$ cat src/rtl/sevenseg_scan.sv
// sevenseg_scan: hold a 15-bit result tap and time-multiplex it as four hex digits on a common-anode display
module sevenseg_scan #(
  parameter int REFRESH_DIV = 100000,
  parameter int BLANK_CYC = 2000
) (
  input  logic        clk,
  input  logic        reset,
  input  logic [14:0] value,
  input  logic        load,
  input  logic        blank_lz,
  output logic [6:0]  seg,
  output logic        dp,
  output logic [3:0]  an,
  output logic        frame_done
);
  localparam int PW = $clog2(REFRESH_DIV);
  logic [15:0]   hold;
  logic [PW-1:0] pre;
  logic [1:0]    idx;
  logic          wrap;
  logic          blank;
  logic          lz;
  logic [15:0]   upper;
  function automatic logic [6:0] hex(input logic [3:0] n);
    case (n)
      4'h0: hex = 7'h40;
      4'h1: hex = 7'h79;
      4'h2: hex = 7'h24;
      4'h3: hex = 7'h30;
      4'h4: hex = 7'h19;
      4'h5: hex = 7'h12;
      4'h6: hex = 7'h02;
      4'h7: hex = 7'h78;
      4'h8: hex = 7'h00;
      4'h9: hex = 7'h10;
      4'hA: hex = 7'h08;
      4'hB: hex = 7'h03;
      4'hC: hex = 7'h46;
      4'hD: hex = 7'h21;
      4'hE: hex = 7'h06;
      default: hex = 7'h0E;
    endcase
  endfunction
  always_comb begin
    wrap = pre == PW'(REFRESH_DIV - 1);
    blank = pre < PW'(BLANK_CYC);
    upper = hold >> {idx, 2'b00};
    // a digit above the most significant non-zero nibble is dark but keeps its slot
    lz = blank_lz && idx != 2'd0 && upper == 16'd0;
  end
  always_ff @(posedge clk or negedge reset) begin
    if (!reset) begin
      hold <= '0;
      pre <= '0;
      idx <= '0;
    end else begin
      if (load) hold <= {1'b0, value};
      pre <= wrap ? '0 : pre + 1'b1;
      if (wrap) idx <= idx + 1'b1;
    end
  end
  always_ff @(posedge clk or negedge reset) begin
    if (!reset) begin
      seg <= 7'h7F;
      an <= 4'hF;
      frame_done <= 1'b0;
    end else begin
      seg <= blank || lz ? 7'h7F : hex(upper[3:0]);
      an <= blank ? 4'hF : ~(4'b0001 << idx);
      frame_done <= wrap && idx == 2'd3;
    end
  end
  assign dp = 1'b1;
endmodule

$ cat config.mk
export PLATFORM = sky130hd
export DESIGN_NAME = sevenseg_scan
export DESIGN_NICKNAME = d
export VERILOG_FILES = /design/src/rtl/sevenseg_scan.sv
export SDC_FILE = /design/constraint.sdc
export NUM_CORES = 1
export LEC_CHECK = 0
export ABC_CLOCK_PERIOD_IN_PS = 6000
export CAP_MARGIN = 10
export CELL_PAD_IN_SITES_DETAIL_PLACEMENT = 1
export CELL_PAD_IN_SITES_GLOBAL_PLACEMENT = 1
export CORE_MARGIN = 5
export CORE_UTILIZATION = 47
export DETAILED_ROUTE_END_ITERATION = 10
export GPL_TIMING_DRIVEN = 1
export PLACE_DENSITY = 0.81
export SLEW_MARGIN = 20
export SYNTH_ARGS = -nofsm -noshare
export SYNTH_HDL_FRONTEND = slang
export SYNTH_SLANG_ARGS = --single-unit
$ cat constraint.sdc
create_clock -name clk -period 6 [get_ports clk]
set_input_delay 0.9 -clock clk [delete_from_list [all_inputs] [get_ports clk]]
set_output_delay 0.9 -clock clk [all_outputs]
set_load 0.05 [all_outputs]
# Word level (Yosys, flattened, before mapping)
# Memory sizes are Yosys's and may differ from the RTL's.
# Cells that the tools add are included.
[op_classes] n_addsub=2 magnitude_cmp=1 eq_ne=2 shift=2 mux=3 bitwise=1 n_reduce_logical=6
[op_table] cell="17-bit by 1-bit adder with 17-bit output (second input constant)" n=1
[op_table] cell="17-bit == test (second input constant)" n=1
[op_table] cell="17-bit by 11-bit less-than comparator with 1-bit output (second input constant)" n=1
[op_table] cell="17-bit 2-to-1 mux" n=1
[op_table] cell="16-bit logical NOT" n=1
[op_table] cell="15-bit by 4-bit >> shifter with 16-bit output" n=1
[op_table] cell="7-bit 2-to-1 mux" n=1
[op_table] cell="4-bit 2-to-1 mux" n=1
[op_table] cell="4-bit NOT" n=1
[op_table] cell="1-bit by 2-bit left shift with 4-bit output (first input constant)" n=1
[op_table] cell="1-bit logical AND" n=3
[op_table] cell="2-bit by 1-bit adder with 2-bit output (second input constant)" n=1
[op_table] cell="2-bit == test (second input constant)" n=1
[op_table] cell="2-bit nonzero test" n=1
[op_table] cell="1-bit logical OR" n=1
[word_totals] register_bits=46 mem_bits_ro=112 input_bits=19 out_inout_bits=13 word_cells=24 n_memories=1
[mem_list] name="(no name shown)" words=16 word_bits=7 rd=1 rd_clocked_by_memory_dff=0 write_ports=0 line="25" text="case (n)"

# Depth between registers and ports, before layout
# Gate-level depths: netlist of run 1.
[logic_depth] word_depth=5 depth_mapped=8

# Least setup slack after synthesis of run 1
# No wires, ideal clock.
[synth_timing] path_kind="reg2reg" start="reg idx[0]" end="reg seg[0]" arrival_time_ns=2.253 path_slack_ns=3.663 stages_incl_launch_ff=8 n_path_buf=1 period_less_slack_ns=2.337 path_cell_list="dfrtp_1 > buf_6 > mux4_2 > inv_1 > ha_1 > or4bb_1 > a211o_1 > o2111ai_1"
[synth_between] elab_chain_cells=5 elab_cells_between_ends=8
[synth_rtl] item="start, declared" line="19" text="logic [1:0] idx;"
[synth_rtl] item="start signal, assigned" line="59" text="if (wrap) idx <= idx + 1'b1;"
[synth_rtl] item="branches (longest 4 deep; another with memory 16 x 7 bit)"
[synth_rtl] item="7-bit 2-to-1 mux *" line="68" text="seg <= blank || lz ? 7'h7F : hex(upper[3:0]);"
[synth_rtl] item="end signal, assigned" line="68"
[synth_rtl] item="end, declared" line="11" text="output logic [6:0] seg,"
# Mark *: on every way between the ends.
# A chain may end at the register's enable or synchronous reset.

# Final worst setup path of run 1
[layout_timing] start="reg idx[0]" end="reg seg[4]"
# The elaborated chain is that of the path after synthesis.

==> impl_metrics.toml, run 1 <==
[cts]
h-tree-depth = 2
numClockSinks = 46
cts_tree = "done"
post_cts_resized = 0
cts_setup_buffers = 0
holdBufCountCts = 0
clk_path_buf_depth = 2
clkLatencyLatePin_ns = 0.30
clockRootBuffer = "clkbuf_8"
cts_buffers = 5
path_clk_slew_ns = 0.09

[setup_path]
crit_path_max_incr_delay_ns = 0.63
cp_data_required_time_ns = 6.23
path_class = "reg2reg"
worstSetupStartpointType = "register"
worst-r2r-cell-count = 6
crit_path_top_delay_cell = "mux4_2"
path_cells = "mux4_2, inv_1, ha_1, or4bb_1, a211o_1, nand4_1"
cp_max_fo = 9
reg2reg_slack_ns = 3.32
r2r_end = "seg[4]$_DFF_PN1_"
r2r-start = "idx[0]$_DFFE_PN0N_"
arrival_ns = 2.91
cp-end-kind = "register"
crit_start = "idx[0]$_DFFE_PN0N_"

[yosys]
synth-seq-cells = 46
syn_inst = 198
syn_area_mm2 = 0.002346
ys.warnings.count = 0
synth_cell_types = 44
synth_top_family_by_area = "simple AND/OR/NAND/NOR gates"
ys_seq_area_share_pct = 49.65
synth-compound-area-share_pct = 4.320
yosysTopAreaCell = "dfrtp_1"
synth_edf_count = 0
synthesis.nets = 228
synthSimpleGateAreaFrac_pct = 17.12
synth_top_area_share_pct = 37.33
synth_adder_area_share_pct = 5.867
synth_ff_type = "dfrtp_1"
synth-xor-area-share_pct = 5.600
async_flop_share_pct = 100.0
synth_mux_area_share_pct = 12.75
synth_area_leaders = "dfrtp_1 37%, dfstp_2 12%, mux2_2 8.2%"
avgSynthCellArea_um2 = 11.85

[sta]
finalCritPeriodShare_pct = 44.68
setup_violations = 0
hold_viol = 0
slew_headroom_pct = 45.58
rsz0062_at_grt = "false"
tightest_slew_ns = 0.8109
maxSlewViolCount = 0
hold_ws_ns = 0.4953
timing.final.ws_setup_ns = 3.319
period_needed_ns = 2.681
clock-skew-final_ns = 0.009007
fin_setup_tns_ns = 0
clock.fmax_mhz = 373.0

[floorplanning]
initial_core_util_pct = 49.02
ios = 32
die_h_um = 80.65
rows = 25
fp.dieArea_mm2 = 0.006504
die_w_um = 80.65
core-area_mm2 = 0.004786

[routing]
drc = 0
dr.first_iter.drc_count = 72
drt-total-wl_um = 5292
num_vias = 1670
ant_nets = 0
viasPerCell = 5.680
drt_first_pass_iters = 4
drt-wirelength-per-cell_um = 18.00

[global_route]
overflow = 0
grt.total_usage_pct = 18.40
grt_pass1_vias = 1868
antenna_found_initial = 0
grt_max_degree = 47
grt_pass1_wl_um = 9135

[cells_and_area]
final-seq-area_mm2 = 0.001165
nets = 256
antenna_cells_inserted = 0
final_cell_mix = "35 x dfrtp_1, 29 x clkdlybuf4s50_1, 17 x mux2_2, 13 x nand4_1"
multi_input_area_mm2 = 0.001075
drive_gt1_share_pct = 22.47
fillers = 502
final_area_mm2 = 0.002775
final_common_cell = "dfrtp_1"
area_delta_synth_final_pct = 18.29

[hold_path]
holdPathEnd = "pre[8]$_DFF_PN0_"
hold_start = "pre[8]$_DFF_PN0_"
hold_depth = 1
hp-class = "reg2reg"

[run_status]
outcome = "completed"

[power]
peakVddDrop_mv = 0.1163
p_per_area_mw_per_mm2 = 226.8
leakage_nw = 1.146

[place]
placedInstanceArea_mm2 = 0.002660
dpl.hpwl_um = 4089
place_ws_ns = 3.364
gp_congestion = 0.8203
port_buffers = 30

[run]
max-cap-violations = 0
## flip-flops by register name, indices dropped and copies added (netlist names)
| name | flops |
|---|---|
| idx | 2 |
| hold | 15 |
| pre | 17 |
| an | 4 |
| seg | 7 |
| frame_done | 1 |
## worst max path at each step
stage / end / slack (ns) / depth (start not counted)
CTS: seg[4]$_DFF_PN1_ / 3.31 / 6
finish: seg[4]$_DFF_PN1_ / 3.32 / 6
global route: seg[2]$_DFF_PN1_ / 3.18 / 6
detailed placement: seg[4]$_DFF_PN1_ / 3.36 / 6
floorplan: seg[0]$_DFF_PN1_ / 3.66 / 7
global placement: seg[0]$_DFF_PN1_ / 3.50 / 6
## critical path: cells and delay by family, from the launching register on
family | cells | cell delay [ns]
fa+ha+maj | 1 | 0.22
mux | 1 | 0.63
simple gates | 2 | 0.63
buf+inv | 1 | 0.16
compound gates | 1 | 0.39
flops | 1 | 0.58
## cell type report
class	instances	share of cell area, %
Clock buffer	5	2.480
Tap cell	67	3.021
Inverter	9	1.217
Timing Repair Buffer	31	11.00
Multi-Input combinational cell	133	38.73
Clock inverter	3	1.578
Sequential cell	46	41.97
## report_power, final
part	switching [mW]	leakage (nW)	internal, mW
clock network	0.107	0.0585	0.125
logic	0.0329	0.531	0.0342
registers	0.00953	0.556	0.320
total	0.150	1.15	0.479
## stage by stage
stage          utilization, %  power [mW]  cells
2_1_floorplan               -      0.3748    198
3_3_place_gp            55.58      0.3983    286
3_5_place_dp            55.58      0.4032    286
4_1_cts                 57.93      0.6372    294
5_1_grt                 57.99      0.6589    294
6_report                57.99      0.6293    294
## cell families (layout without fill, tap and decap cells)
family,Yosys count,in the layout
adders and majority gates,11,11
buffers and inverters,19,48
other,1,1
AOI/OAI and AO/OA,14,14
DFF,46,46
and+or+nand+nor,68,68
xor gates and xnor gates,15,15
muxes,24,24
## per-layer routing
metal	up-vias	track usage (%)	wire [um]
met5	-	0	0
met4	0	4.730	82
met3	9	4.596	254
met2	46	33.44	2737
met1	850	21.43	2218
li1	765	-	-
## synthesized netlist by cell type, drive strengths merged, types with 2 or more instances
cell type,instances
nand3b,3
nor2,11
nor4,4
nand4,13
dfrtp,35
a21oi,2
mux4,3
nor3,2
mux2,17
inv,9
nand2,10
or4b,2
ha,11
nand3,10
dfstp,11
xor2,8
mux2i,4
buf,6
xnor2,7
and3,3
and4,2
o21bai,2
clkbuf,4
o21ai,4
o2111ai,2
or4,2
Power figures use the tool's default switching activity.
==> run 2, diff against run 1 <==
--- a/config.mk
+++ b/config.mk
@@ -5,15 +5,15 @@
 export SDC_FILE = /design/constraint.sdc
 export NUM_CORES = 1
 export LEC_CHECK = 0
-export ABC_CLOCK_PERIOD_IN_PS = 6000
+export ABC_CLOCK_PERIOD_IN_PS = 2200
 export CAP_MARGIN = 10
 export CELL_PAD_IN_SITES_DETAIL_PLACEMENT = 1
 export CELL_PAD_IN_SITES_GLOBAL_PLACEMENT = 1
 export CORE_MARGIN = 5
-export CORE_UTILIZATION = 47
+export CORE_UTILIZATION = 39
 export DETAILED_ROUTE_END_ITERATION = 10
 export GPL_TIMING_DRIVEN = 1
-export PLACE_DENSITY = 0.81
+export PLACE_DENSITY = 0.72
 export SLEW_MARGIN = 20
 export SYNTH_ARGS = -nofsm -noshare
 export SYNTH_HDL_FRONTEND = slang
==> constraint.sdc (replaced) <==
create_clock -name clk -period 2.2 [get_ports clk]
set_input_delay 0.33 -clock clk [delete_from_list [all_inputs] [get_ports clk]]
set_output_delay 0.33 -clock clk [all_outputs]
set_load 0.05 [all_outputs]
==> impl_metrics.toml, run 2 (synthesized netlist as in run 1, its figures left out) <==
[run_status]
outcome = "completed"

[setup_path]
cp-end-kind = "register"
cp-endpoint = "seg[0]$_DFF_PN1_"
cp_data_required_time_ns = 2.41
arrival_ns = 2.34
reg2reg_slack_ns = 0.07
cp_max_fo = 7
crit_start = "idx[0]$_DFFE_PN0N_"
worstSetupStartpointType = "register"
path_class = "reg2reg"
worst-r2r-cell-count = 6
r2r_end = "seg[0]$_DFF_PN1_"
r2r-start = "idx[0]$_DFFE_PN0N_"

[floorplanning]
die_h_um = 87.56
rows = 28
ios = 32
die_w_um = 87.56
fp.dieArea_mm2 = 0.007667
initial_core_util_pct = 39.86
core-area_mm2 = 0.005886

[place]
dpl.hpwl_um = 3859
gp_congestion = 0.8221
port_buffers = 30
place_ws_ns = 0.02949

[power]
finalPower_mw = 1.607
p_int_mw = 1.209
power_switching_mw = 0.3983
seqPwrFrac_pct = 55.9
leakage_nw = 1.205
p_comb_share_pct = 13.3
clockPowerShare_pct = 30.8
switching_share_pct = 24.79
p_per_area_mw_per_mm2 = 553.3
peakVddDrop_mv = 0.2562

[routing]
ant_nets = 0
dr.first_iter.drc_count = 62
drc = 0
drt-wirelength-per-cell_um = 16.07
drt_first_pass_iters = 4
viasPerCell = 5.245
num_vias = 1668
drt-total-wl_um = 5111

[cts]
clkLatencyLatePin_ns = 0.30
cts_buffers = 5
cts_tree = "done"
numClockSinks = 46
clockRootBuffer = "clkbuf_8"
path_clk_slew_ns = 0.09
h-tree-depth = 2
clk_path_buf_depth = 2

[global_route]
overflow = 0
grt_pass1_wl_um = 8825
met1_usage_pct = 19.18
grt.total_usage_pct = 15.00
met3_usage_pct = 3.293
grt_max_degree = 20
top_usage_layer = "met2"
grt_pass1_vias = 1779
use_met2_pct = 24.32
antenna_found_initial = 0

[sta]
finalCritPeriodShare_pct = 96.64
timing.final.ws_setup_ns = 0.07393
period_needed_ns = 2.126
tightest_slew_ns = 0.5194
hold_ws_ns = 0.4586
clock.fmax_mhz = 470.4
hold_viol = 0
slew_headroom_pct = 65.26
maxSlewViolCount = 0
rsz0062_at_grt = "true"
setup_violations = 0
clock-skew-final_ns = 0.01193

[cells_and_area]
antenna_cells_inserted = 0
largest_register = "pre"
fillers = 647
drive_gt1_share_pct = 28.40
largest_reg_flops = 17
area_delta_synth_final_pct = 23.79
final-seq-area_mm2 = 0.001165
final_cell_mix = "35 x dfrtp_1, 29 x clkdlybuf4s50_1, 17 x mux2_2, 17 x buf_4, 13 x nand4_1"
multi_input_area_mm2 = 0.001096
final_common_cell = "dfrtp_1"
top_regs = "pre x17, hold x15, seg x7"
nets = 273

[hold_path]
hp-class = "in2async"

[run]
max-cap-violations = 0
## run 2: worst min path at each step
stage | end | cells after the start | slack, ns
final | pre[15]$_DFF_PN0_ | 2 | 0.46
after floorplan | frame_done$_DFF_PN0_ | 0 | 0.03
after CTS | pre[13]$_DFF_PN0_ | 2 | 0.46
after detailed placement | pre[13]$_DFF_PN0_ | 1 | 0.26
after global routing | pre[13]$_DFF_PN0_ | 2 | 0.50
after global placement | pre[13]$_DFF_PN0_ | 1 | 0.26
## run 2: final cells by class
class	instances	share of cell area, %
well taps	75	3.231
flip-flops and latches	46	40.11
clock inverters	1	0.2585
repair buffers	48	14.91
multi-input cells	133	37.74
inverters	9	1.249
clock buffers	6	2.499
## run 2: metal layers
| layer | vias to the layer above | part of all wire (%) |
|---|---|---|
| met4 | 0 | 2.5 |
| met3 | 7 | 3.9 |
| met1 | 838 | 46 |
| met5 | - | 0 |
| met2 | 30 | 48 |
| li1 | 793 | - |
## run 2: worst max-delay path, stage by stage (launching register included)
cell and delay, ns:
dfrtp_1 0.41, mux4_2 0.57, inv_4 0.10, ha_4 0.13
or4bb_1 0.41, a211o_4 0.32, o2111ai_1 0.11
## run 2: metrics by stage
| step | cell area, um2 | std cells | setup TNS (ns) | utilization [%] |
|---|---|---|---|---|
| 2_1_floorplan | 2359 | 198 | 0 | - |
| 3_3_place_gp | 2758 | 304 | 0 | 46.85 |
| 3_5_place_dp | 2758 | 304 | 0 | 46.85 |
| 4_1_cts | 2856 | 312 | 0 | 48.53 |
| 5_1_grt | 2904 | 318 | -0.04608 | 49.34 |
| 6_report | 2904 | 318 | 0 | 49.34 |
## run 2: power groups by stage
stage | registers, mW | logic [mW] | clock network [mW]
finish | 0.899 | 0.213 | 0.494
global route | 0.902 | 0.238 | 0.550
CTS | 0.899 | 0.202 | 0.519
detailed placement | 0.915 | 0.199 | 0
floorplan | 0.903 | 0.123 | 0
global placement | 0.913 | 0.195 | 0
## run 2: what timing repair did
item | CTS | global route
gates cloned | 0 | 0
hold buffers | 1 | 0
setup buffers | 0 | 6
endpoints found under the hold margin | 14 | 0
endpoints found under the setup margin | 1 | 7
resized for setup | 1 | 1
==> run 3, diff against run 2 <==
--- a/config.mk
+++ b/config.mk
@@ -14,6 +14,8 @@
 export DETAILED_ROUTE_END_ITERATION = 10
 export GPL_TIMING_DRIVEN = 1
 export PLACE_DENSITY = 0.72
+export SETUP_SLACK_MARGIN = 0.4
+export SKIP_LAST_GASP = 1
 export SLEW_MARGIN = 20
 export SYNTH_ARGS = -nofsm -noshare
 export SYNTH_HDL_FRONTEND = slang
==> impl_metrics.toml, run 3 (synthesized netlist as in run 1, its figures left out) <==
[run_status]
outcome = "completed"

[setup_path]
path_cells = "mux4_2, inv_2, ha_4, or4bb_1, a211o_4, o2111ai_1"
crit_path_max_incr_delay_ns = 0.56
cp_max_fo = 7
path_class = "reg2reg"
crit_buf_inv = 1
arrival_ns = 2.32
cp-end-kind = "register"
cp_data_required_time_ns = 2.41
path_delay_family = "multiplexers"
crit_path_top_delay_cell = "mux4_2"
worstSetupStartpointType = "register"

[power]
clockPowerShare_pct = 35.7
p_per_area_mw_per_mm2 = 569.5
p_comb_share_pct = 12.4
leakage_nw = 1.253
seqPwrFrac_pct = 51.9
switching_share_pct = 23.21
peakVddDrop_mv = 0.3487
power_switching_mw = 0.4017
p_int_mw = 1.329

[cts]
cts_tree = "done"
h-tree-depth = 2
cts_buffers = 5
path_clk_slew_ns = 0.09
clockRootBuffer = "clkbuf_8"
clk_path_buf_depth = 2
clkLatencyLatePin_ns = 0.30
numClockSinks = 46

[sta]
clock-skew-final_ns = 0.01133
period_needed_ns = 2.113
fin_setup_tns_ns = 0
finalCritPeriodShare_pct = 96.03
setup_violations = 0
hold_ws_ns = 0.4351
hold_viol = 0
rsz0062_at_grt = "true"
maxSlewViolCount = 0
timing.final.ws_setup_ns = 0.08724
clock.fmax_mhz = 473.3

[cells_and_area]
top_regs = "pre x17, hold x15, seg x7"
final_cell_mix = "35 x dfrtp_1, 27 x buf_4, 18 x clkdlybuf4s50_1, 17 x mux2_2, 13 x nand4_1"
largest_reg_flops = 17
final_common_cell = "dfrtp_1"
area_delta_synth_final_pct = 29.55
antenna_cells_inserted = 0
nets = 283
drive_gt1_share_pct = 33.86
stdcell_count = 329
largest_register = "pre"

[place]
gp_congestion = 0.7885
place_ws_ns = 0.05324
port_buffers = 30
dp.cells = 307
dpl.hpwl_um = 3866

[floorplanning]
ios = 32
die_h_um = 87.56
core-area_mm2 = 0.005886
die_w_um = 87.56
fp.dieArea_mm2 = 0.007667
initial_core_util_pct = 39.86
rows = 28

[routing]
drt-wirelength-per-cell_um = 15.87
dr.first_iter.drc_count = 43
ant_nets = 0
top_layer = "met4"
drc = 0
num_vias = 1702
met2_length_um = 2438
drt_first_pass_iters = 4
wl_met1_um = 2569
drt-total-wl_um = 5221
viasPerCell = 5.173
wl_met3_um = 185

[global_route]
grt_max_degree = 20
grt_pass1_wl_um = 8763
grt_pass1_vias = 1750
grt.total_usage_pct = 14.59
overflow = 0
antenna_found_initial = 0

[hold_path]
hp-class = "in2async"

[run]
max-cap-violations = 0
## run 3: repair_timing
action | in CTS | in global routing
hold endpoints to repair | 10 | 0
buffers inserted | 5 | 7
pin swaps | 1 | 6
endpoints found under the setup margin | 19 | 11
cloned | 0 | 1
hold buffers | 1 | 0
resized for setup | 17 | 7
## run 3: through the flow
stage / utilization, % / cell area, um2 / total power, mW
CTS: 50.13 / 2950 / 1.745
detailed placement: 47.24 / 2780 / 1.118
finish: 51.64 / 3039 / 1.731
global route: 51.64 / 3039 / 1.813
floorplan: - / 2359 / 1.026
global placement: 47.24 / 2780 / 1.111
## run 3: path summary, 6_finish.rpt
path / start / endpoint / slack, ns / cells after the start
setup reg to reg: idx[0]$_DFFE_PN0N_ / seg[0]$_DFF_PN1_ / 0.09 / 6
hold / removal: reset / hold[0]$_DFFE_PN0P_ / 0.44 / 2
hold reg to reg: pre[12]$_DFF_PN0_ / pre[12]$_DFF_PN0_ / 0.53 / 1
max in group asynchronous: reset / an[1]$_DFF_PN1_ / 1.19 / 3
setup / recovery: idx[0]$_DFFE_PN0N_ / seg[0]$_DFF_PN1_ / 0.09 / 6
min in group clk: pre[12]$_DFF_PN0_ / pre[12]$_DFF_PN0_ / 0.53 / 1
## run 3: power groups by stage
stage	logic [mW]	registers [mW]	clock network [mW]
3_5_place_dp	0.204	0.914	0
4_1_cts	0.210	0.898	0.637
5_1_grt	0.235	0.901	0.676
2_1_floorplan	0.123	0.903	0
3_3_place_gp	0.198	0.912	0
6_report	0.215	0.898	0.617
## run 3: final cells by class
class | count | area (um2)
Tap cell | 75 | 93.84
Clock inverter | 2 | 37.54
Fill cell | 642 | 2846
Inverter | 9 | 33.78
Multi-Input combinational cell | 133 | 1142
Clock buffer | 6 | 72.57
Sequential cell | 46 | 1165
Timing Repair Buffer | 58 | 494.2
## run 3: layer usage
layer	track usage (%)	up-vias
li1	-	810
met1	20.61	856
met2	22.53	32
met3	2.822	4
met4	4.881	0
met5	0	-
